## src/rtl/dmem_arb_pkg.sv

```systemverilog
// Shared types and helpers for the data-memory arbiter: FSM state encoding,
// port-select constants and a counter-width function.
package dmem_arb_pkg;

  typedef enum logic [1:0] {
    IDLE   = 2'd0,
    ACCESS = 2'd1,
    RESP   = 2'd2
  } state_t;

  localparam logic PORT0 = 1'b0;
  localparam logic PORT1 = 1'b1;

  // Bits needed to hold values 0..value-1, never less than one bit.
  function automatic int clog2(input int value);
    int r;
    r = 0;
    while ((1 << r) < value) r++;
    return (r < 1) ? 1 : r;
  endfunction

endpackage

```

## src/rtl/dmem_arb_pick.sv

```systemverilog
// Winner selection for the data-memory arbiter: fixed priority to port 0,
// with a streak counter that forces a port-1 grant after STARVE_MAX port-0 wins.
module dmem_arb_pick
  import dmem_arb_pkg::*;
#(
  parameter int STARVE_MAX = 4,
  parameter int SW         = clog2(STARVE_MAX + 1)
) (
  input  logic          Clk,
  input  logic          Reset_n,
  input  logic          p0_req,
  input  logic          p1_req,
  input  logic          take,
  output logic          sel,
  output logic [SW-1:0] streak
);

  always_comb begin
    // NOTE: every variable assigned in always_comb gets a default first so no
    // path leaves it unassigned, which would otherwise infer a latch.
    sel = PORT1;
    if (p0_req && (!p1_req || (streak < SW'(STARVE_MAX))))
      sel = PORT0;
  end

  // NOTE: sequential state uses non-blocking assignments so every register
  // samples pre-edge values regardless of statement order.
  always_ff @(posedge Clk or negedge Reset_n) begin
    if (!Reset_n) begin
      streak <= '0;
    end else if (take) begin
      if (sel == PORT1)
        streak <= '0;
      else if (p1_req)
        streak <= streak + SW'(1);
      else
        streak <= '0;
    end
  end

endmodule

```

## src/rtl/dmem_arbiter.sv

```systemverilog
// Shares the single-port dmem between the CPU load/store port (0) and the
// loader/debug port (1); each access holds one strobe for MEM_LAT cycles.
module dmem_arbiter
  import dmem_arb_pkg::*;
#(
  parameter int MEM_LAT    = 2,
  parameter int STARVE_MAX = 4,
  parameter int AW         = 32,
  parameter int DW         = 32
) (
  input  logic          Clk,
  input  logic          Reset_n,
  input  logic          p0_req,
  input  logic          p0_we,
  input  logic [AW-1:0] p0_addr,
  input  logic [DW-1:0] p0_wdata,
  output logic          p0_gnt,
  output logic          p0_ack,
  output logic          p0_err,
  output logic [DW-1:0] p0_rdata,
  input  logic          p1_req,
  input  logic          p1_we,
  input  logic [AW-1:0] p1_addr,
  input  logic [DW-1:0] p1_wdata,
  output logic          p1_gnt,
  output logic          p1_ack,
  output logic          p1_err,
  output logic [DW-1:0] p1_rdata,
  output logic [AW-1:0] mem_addr,
  output logic [DW-1:0] mem_wdata,
  output logic          mem_readmode,
  output logic          mem_writemode,
  input  logic [DW-1:0] mem_rdata
);

  localparam int CW = clog2(MEM_LAT);
  localparam int SW = clog2(STARVE_MAX + 1);

  state_t          state, nxt;
  logic [CW-1:0]   cnt;
  logic            take, sel;
  logic [SW-1:0]   streak;
  logic            lat_port, lat_we, lat_mis;
  logic [AW-1:0]   lat_addr;
  logic [DW-1:0]   lat_wdata;
  logic [DW-1:0]   rdata0, rdata1;
  logic            win_we;
  logic [AW-1:0]   win_addr;
  logic [DW-1:0]   win_wdata;
  logic            last_beat, active;

  // Requests are only looked at while idle.
  assign take = (state == IDLE) && (p0_req || p1_req);

  dmem_arb_pick #(
    .STARVE_MAX (STARVE_MAX),
    .SW         (SW)
  ) u_pick (
    .Clk     (Clk),
    .Reset_n (Reset_n),
    .p0_req  (p0_req),
    .p1_req  (p1_req),
    .take    (take),
    .sel     (sel),
    .streak  (streak)
  );

  assign win_we    = (sel == PORT0) ? p0_we    : p1_we;
  assign win_addr  = (sel == PORT0) ? p0_addr  : p1_addr;
  assign win_wdata = (sel == PORT0) ? p0_wdata : p1_wdata;
  assign last_beat = (cnt == CW'(MEM_LAT - 1));
  assign active    = (state == ACCESS) && !lat_mis;

  always_ff @(posedge Clk or negedge Reset_n) begin
    if (!Reset_n) state <= IDLE;
    else          state <= nxt;
  end

  always_comb begin
    nxt = state;
    unique case (state)
      IDLE:    if (take) nxt = ACCESS;
      ACCESS:  if (lat_mis || last_beat) nxt = RESP;
      RESP:    nxt = IDLE;
      default: nxt = IDLE;
    endcase
  end

  // NOTE: the latched request fields are reset too; they feed outputs through
  // gating only, but a clean reset keeps the ack/err decode deterministic.
  always_ff @(posedge Clk or negedge Reset_n) begin
    if (!Reset_n) begin
      lat_port  <= PORT0;
      lat_we    <= 1'b0;
      lat_mis   <= 1'b0;
      lat_addr  <= '0;
      lat_wdata <= '0;
      cnt       <= '0;
      rdata0    <= '0;
      rdata1    <= '0;
    end else begin
      if (take) begin
        lat_port  <= sel;
        lat_we    <= win_we;
        lat_addr  <= win_addr;
        lat_wdata <= win_wdata;
        lat_mis   <= (win_addr[1:0] != 2'b00);
      end
      if ((state == ACCESS) && (nxt == ACCESS)) cnt <= cnt + CW'(1);
      else                                      cnt <= '0;
      // Read data is captured on the final strobe edge for the owning port only.
      if (active && last_beat && !lat_we) begin
        if (lat_port == PORT0) rdata0 <= mem_rdata;
        else                   rdata1 <= mem_rdata;
      end
    end
  end

  always_comb begin
    p0_gnt        = 1'b0;
    p1_gnt        = 1'b0;
    p0_ack        = 1'b0;
    p1_ack        = 1'b0;
    p0_err        = 1'b0;
    p1_err        = 1'b0;
    mem_addr      = '0;
    mem_wdata     = '0;
    mem_readmode  = 1'b0;
    mem_writemode = 1'b0;
    if ((state == ACCESS) && (cnt == '0)) begin
      p0_gnt = (lat_port == PORT0);
      p1_gnt = (lat_port == PORT1);
    end
    if (active) begin
      mem_addr      = lat_addr;
      mem_wdata     = lat_wdata;
      mem_readmode  = !lat_we;
      mem_writemode = lat_we;
    end
    if (state == RESP) begin
      p0_ack = (lat_port == PORT0);
      p1_ack = (lat_port == PORT1);
      p0_err = (lat_port == PORT0) && lat_mis;
      p1_err = (lat_port == PORT1) && lat_mis;
    end
  end

  assign p0_rdata = rdata0;
  assign p1_rdata = rdata1;

endmodule

```

## config.mk

```make
export PLATFORM = sky130hd
export DESIGN_NAME = dmem_arbiter
export DESIGN_NICKNAME = d
export VERILOG_FILES = /design/src/rtl/dmem_arb_pkg.sv /design/src/rtl/dmem_arb_pick.sv /design/src/rtl/dmem_arbiter.sv
export SDC_FILE = /design/constraint.sdc
export NUM_CORES = 1
export LEC_CHECK = 0
export ABC_CLOCK_PERIOD_IN_PS = 5200
export CAP_MARGIN = 30
export CORE_ASPECT_RATIO = 1.2
export CORE_MARGIN = 2
export CORE_UTILIZATION = 45
export DETAILED_ROUTE_END_ITERATION = 8
export PLACE_DENSITY = 0.86
export REMOVE_ABC_BUFFERS = 1
export SYNTH_ARGS = -nofsm -noshare
export SYNTH_HDL_FRONTEND = slang
export SYNTH_SLANG_ARGS = --single-unit
```

## constraint.sdc

```tcl
create_clock -name Clk -period 5.2 [get_ports Clk]
set_input_delay 0.52 -clock Clk [delete_from_list [all_inputs] [get_ports Clk]]
set_output_delay 0.52 -clock Clk [all_outputs]
set_load 0.03 [all_outputs]
```

[Yosys cells after proc, flatten, opt, wreduce, memory -nomap -nowiden]
Index checks and enable logic that the tools add are counted.
Storage, ports and cells
  register bits: 137
  input port bits: 166
  output and inout port bits: 136
  logic and storage cells: 57
Cells by class
  add/sub/neg operators: 2
  order comparisons: 1
  equality and inequality tests: 3
  multiplexer cells: 20
  bitwise operators: 2
  reductions and logical operators: 19
Operator list (count)
  32-bit two-way mux: 4
  1-bit two-way mux: 11
  1-bit logical AND: 9
  3-bit two-way mux: 2
  2-bit by 1-bit equality test with 1-bit output, second input constant: 2
  2-bit two-way mux: 2
  2-bit one-hot mux with 2 select lines: 1
  2-bit AND reduction: 2
  3-bit by 1-bit adder with 3-bit output, second input constant: 1
  1-bit zero test: 3
  1-bit logical OR: 3
  3-bit < comparator, second input constant: 1
  2-bit equality test, second input constant: 1
  2-bit zero test: 1
  1-bit NOT: 2
  2-bit nonzero test: 1
  1-bit adder, second input constant: 1

[Longest topological paths before layout]
  word-level depth: 7
  mapped depth: 6
  mapped depth without buffers: 3

[By module]
A second synthesis with hierarchy kept.
Unflattened totals
  cell total of the unflattened synthesis: 461
  area, all modules: 6407.4 µm²
Modules (own cells, without submodules)
  dmem_arbiter: times used 1, cells each 448, area each 6254.7 µm², sequential area each 3353.2 µm²
  dmem_arb_pick: times used 1, cells each 13, area each 152.6 µm², sequential area each 75.1 µm²

[Least setup slack after synthesis]
No wires, ideal clock.
  path type: input-to-reg
  from: input p1_req
  to: register lat_addr[5]
  setup time: 125 ps
  arrival time: 1910 ps
  required time: 5075 ps
  setup slack: 3165 ps
  stages on the path: 6
  path buffers: 3
  cell sequence: buf_2 -> a21boi_1 -> buf_2 -> buf_2 -> mux2_2 -> mux2_2
On the way
  cells in the longest elaborated chain, start to end: 4
  elaborated cells on any way between the ends: 6
  those cells by class: mux (1); reduce/logical (5)
Ends and longest elaborated chain
  start, declared: RTL line dmem_arbiter.sv:21  | input logic p1_req,
  1-bit zero test: RTL line dmem_arb_pick.sv:22  | if (p0_req && (!p1_req || (streak < SW'(STARVE_MAX))))
  1-bit logical OR: RTL line dmem_arb_pick.sv:22
  1-bit logical AND: RTL line dmem_arb_pick.sv:22
  32-bit two-way mux: RTL line dmem_arbiter.sv:69  | assign win_addr = (sel == PORT0) ? p0_addr : p1_addr;
  end signal, assigned: RTL line dmem_arbiter.sv:105  | lat_addr <= win_addr;
  end, declared: RTL line dmem_arbiter.sv:44  | logic [AW-1:0] lat_addr;
Several ways; a longest one is shown, not always the timed one.
A chain may end at the register's enable or synchronous reset.

[Worst setup path after layout]
  from: register state[1]
  to: output mem_addr[24]
On the way
  cells in the longest elaborated chain, start to end: 3
Ends and longest elaborated chain
  start, declared: RTL line dmem_arbiter.sv:39  | state_t state, nxt;
  start signal, assigned: RTL line dmem_arbiter.sv:76  | else state <= nxt;
  2-bit by 1-bit equality test with 1-bit output: RTL line dmem_arbiter.sv:72  | assign active = (state == ACCESS) && !lat_mis;
  1-bit logical AND: RTL line dmem_arbiter.sv:72
  32-bit two-way mux: RTL line dmem_arbiter.sv:134  | if (active) begin
  end, declared: RTL line dmem_arbiter.sv:29  | output logic [AW-1:0] mem_addr,
No other way between the ends.

==> metrics.txt <==
Avg Inst Size Synth=14.09 um^2; layout cell share with drive strength beyond 1=0.3013; sequential cell area fraction in the yosys report=0.5244; Stages on worst setup path=5; crit path max fanout=52; crit end category=output port; detailed-route wire length per cell=19.06 um; Required @ worst endpoint=4.68 ns; period utilization=0.5777; post-route ant nets=0; # Max-Cap Violations=0; initial antenna violation count=0; slowest CP cell=clkdlybuf4s50_1; Max H-tree Level=4; CP Buf/Inv Count=2; Clock power frac=0.205; CP Capture Point=mem_addr[24]; Finished Cell Area=0.01024 mm^2; placed cell areas=0.009693 mm^2; drt drc=0; number of detailed-route iterations in the first pass=4; worst clock skew=0.007803 ns; Pleak=4.351 nW; Yosys reg bits=137; deepest clock path buffer count=2; final setup vio count=0; vias in the first global route=5,309; total routed wirelength=18.01 mm; Iteration-0 DRC Markers=159; Antenna Diode Count=0; Sink Count=137; CTS clk-pin slew, worst paths=0.06 ns; Die H=136.0 um; Net Sw Frac=0.3638; root buf cell=clkbuf_16; cell chain of the critical path=nand2b_4 -> nor2_4 -> buf_12 -> and2_1 -> clkdlybuf4s50_1; row count=48; top achievable clock speed=332.9 MHz; Placeable Area=0.01429 mm^2; number of nets in the layout=927; Reg2Reg Depth=4; register area=0.003428 mm^2; Power Internal=3.451 mW; unrepaired setup endpoints after global routing=false; Power Dens Cells=530.0 mW/mm^2; final core utilization=0.7161; crit-path max cell delay=0.69 ns; CP delay by family, top=buffers and inverters; min-delay worst type=input port to asynchronous set/reset pin; vias=4,833; hold_buf cts=0; Die Width=114.0 um; Comb pwr share=0.460; Worst Setup SP=state[1]; most common cell after layout, fill and taps aside=clkdlybuf4s50_1; hpwl dp=13.34 mm; Starting Density=0.4574; grt ovf=0; Total GRT Usage=0.2286; first-pass GRT wire length=27.19 mm; port bufs=301; crit path time final=3.004 ns; worst r2r dst=lat_addr[26]; clk_lat worst skew=0.40 ns; Final GP Congestion=0.7781; area added between synthesis and finish=56.57%; Synth Instances=464; Multi-input gate area=0.002970 mm^2; Least-Margin Pin Slew=0.8775 ns; NetSw=1.973 mW; Fillers=982; status=completed; setup tns final=0 ns; count of final hold-check violations=0; highest-count cells in the layout ignoring fill and taps=clkdlybuf4s50_1, mux2_2, dfrtp_1; Max Slew Vio Count=0; Setup crit start kind=register; die area=0.01551 mm^2; vias per cell=5.114; CTS tree=built; Reg power frac=0.335; max_slew headroom=0.4150; largest net degree at the start of global routing=75; internal reg-to-reg setup slack=2.60 ns; post-synth cell types=32; Num CTS Buffers=17; WS Path Type=register to output port; Post-CTS Setup Inserts=0; Worst R2R Start=state[0]; # IOs=302; Netlist Area Pre-Place=0.006538 mm^2; CP arrival=2.48 ns; post_cts resized=0; yosys warns=0; maximum vdd ir drop=0.3604 mV
routing by layer:
layer  part of all wire  track usage  up-vias
met1               0.35       0.2386     2350
met2               0.51       0.4044      230
met3               0.11       0.1021       33
li1                   -            -     2220
met5                  0            0        -
met4              0.024      0.08401        0
how the worst min path moves through the flow:
stage / startpoint / end / slack, ns
2_1_floorplan: Reset_n / cnt / 0.22
3_3_place_gp: u_pick.streak[0] / u_pick.streak[0] / 0.47
3_5_place_dp: lat_addr[1] / lat_addr[1] / 0.48
4_1_cts: Reset_n / p0_rdata[25] / 0.14
5_1_grt: Reset_n / p0_rdata[25] / 0.15
6_report: Reset_n / p1_rdata[3] / 0.11
registers in the layout, indices dropped and copies added (netlist names), 2 cells and up:
register and count:
lat_addr 32, lat_wdata 32, p0_rdata 32, p1_rdata 32
state 2, u_pick.streak 3
cells in the mapped netlist:
master	instances	area [um^2]
mux2_2	159	1790
dfrtp_1	137	3428
and2_1	65	406.6
mux2_4	30	450.4
buf_2	14	70.07
clkbuf_1	11	41.29
nor2_1	8	30.03
o21ai_0	5	25.02
buf_6	4	45.04
inv_1	3	11.26
mux2i_1	3	30.03
mux2_1	2	22.52
nand2b_1	2	12.51
nand4_1	2	12.51
nor3b_1	2	15.01
a21bo_2	1	10.01
a21boi_1	1	7.510
a21oi_1	1	5.000
and2b_1	1	7.510
and3_1	1	6.260
and4bb_2	1	12.51
ha_1	1	12.51
nand2_1	1	3.750
nand2b_4	1	13.76
nand3_1	1	5.000
nor2b_1	1	6.260
nor3_1	1	5.000
nor4_2	1	12.51
o21a_1	1	7.510
o221ai_1	1	8.760
o2bb2ai_1	1	8.760
or4b_4	1	13.76
layout make-up:
| type | instances | area share |
|---|---|---|
| inverter | 3 | 0.001100 |
| timing repair buffer | 306 | 0.2994 |
| clock buffer | 18 | 0.04290 |
| sequential | 137 | 0.3349 |
| clock inverter | 11 | 0.01015 |
| tap | 175 | 0.02139 |
| multi-input combinational | 295 | 0.2902 |
worst reg2reg max path, stage by stage, from the launching register on:
cell and delay [ns]:
dfrtp_1 0.44, nor2_1 0.32, o21a_2 0.80, buf_4 0.52, mux2_2 0.40
cells by family (layout without fill, tap and decap cells):
| logic type | count (synthesis) | in the layout | share of synthesized area |
|---|---|---|---|
| AOI/OAI and AO/OA | 11 | 11 | 0.01110 |
| adders and majority gates | 1 | 1 | 0.001914 |
| buffers and inverters | 32 | 338 | 0.02565 |
| DFF | 137 | 137 | 0.5244 |
| muxes | 194 | 194 | 0.3508 |
| and+or+nand+nor | 89 | 89 | 0.08612 |
metrics by stage:
step                instances  power [mW]  hold slack [ns]  setup slack (ns)
global route              945       5.684           0.1532             2.080
floorplan                 435       3.259           0.2244            0.6514
finish                    945       5.425           0.1084             2.196
global placement          915       4.222           0.4703             2.254
CTS                       945       5.473           0.1419             2.170
detailed placement        916       4.327           0.4838             2.159
power groups by stage:
stage	Sequential, mW	Clock (mW)	Combinational (mW)
after floorplan	2.08	0	1.18
after detailed placement	1.82	0	2.50
final	1.82	1.11	2.49
after global routing	1.88	1.18	2.63
after global placement	1.80	0	2.43
after CTS	1.82	1.13	2.52
Power figures use the tool's default switching activity.
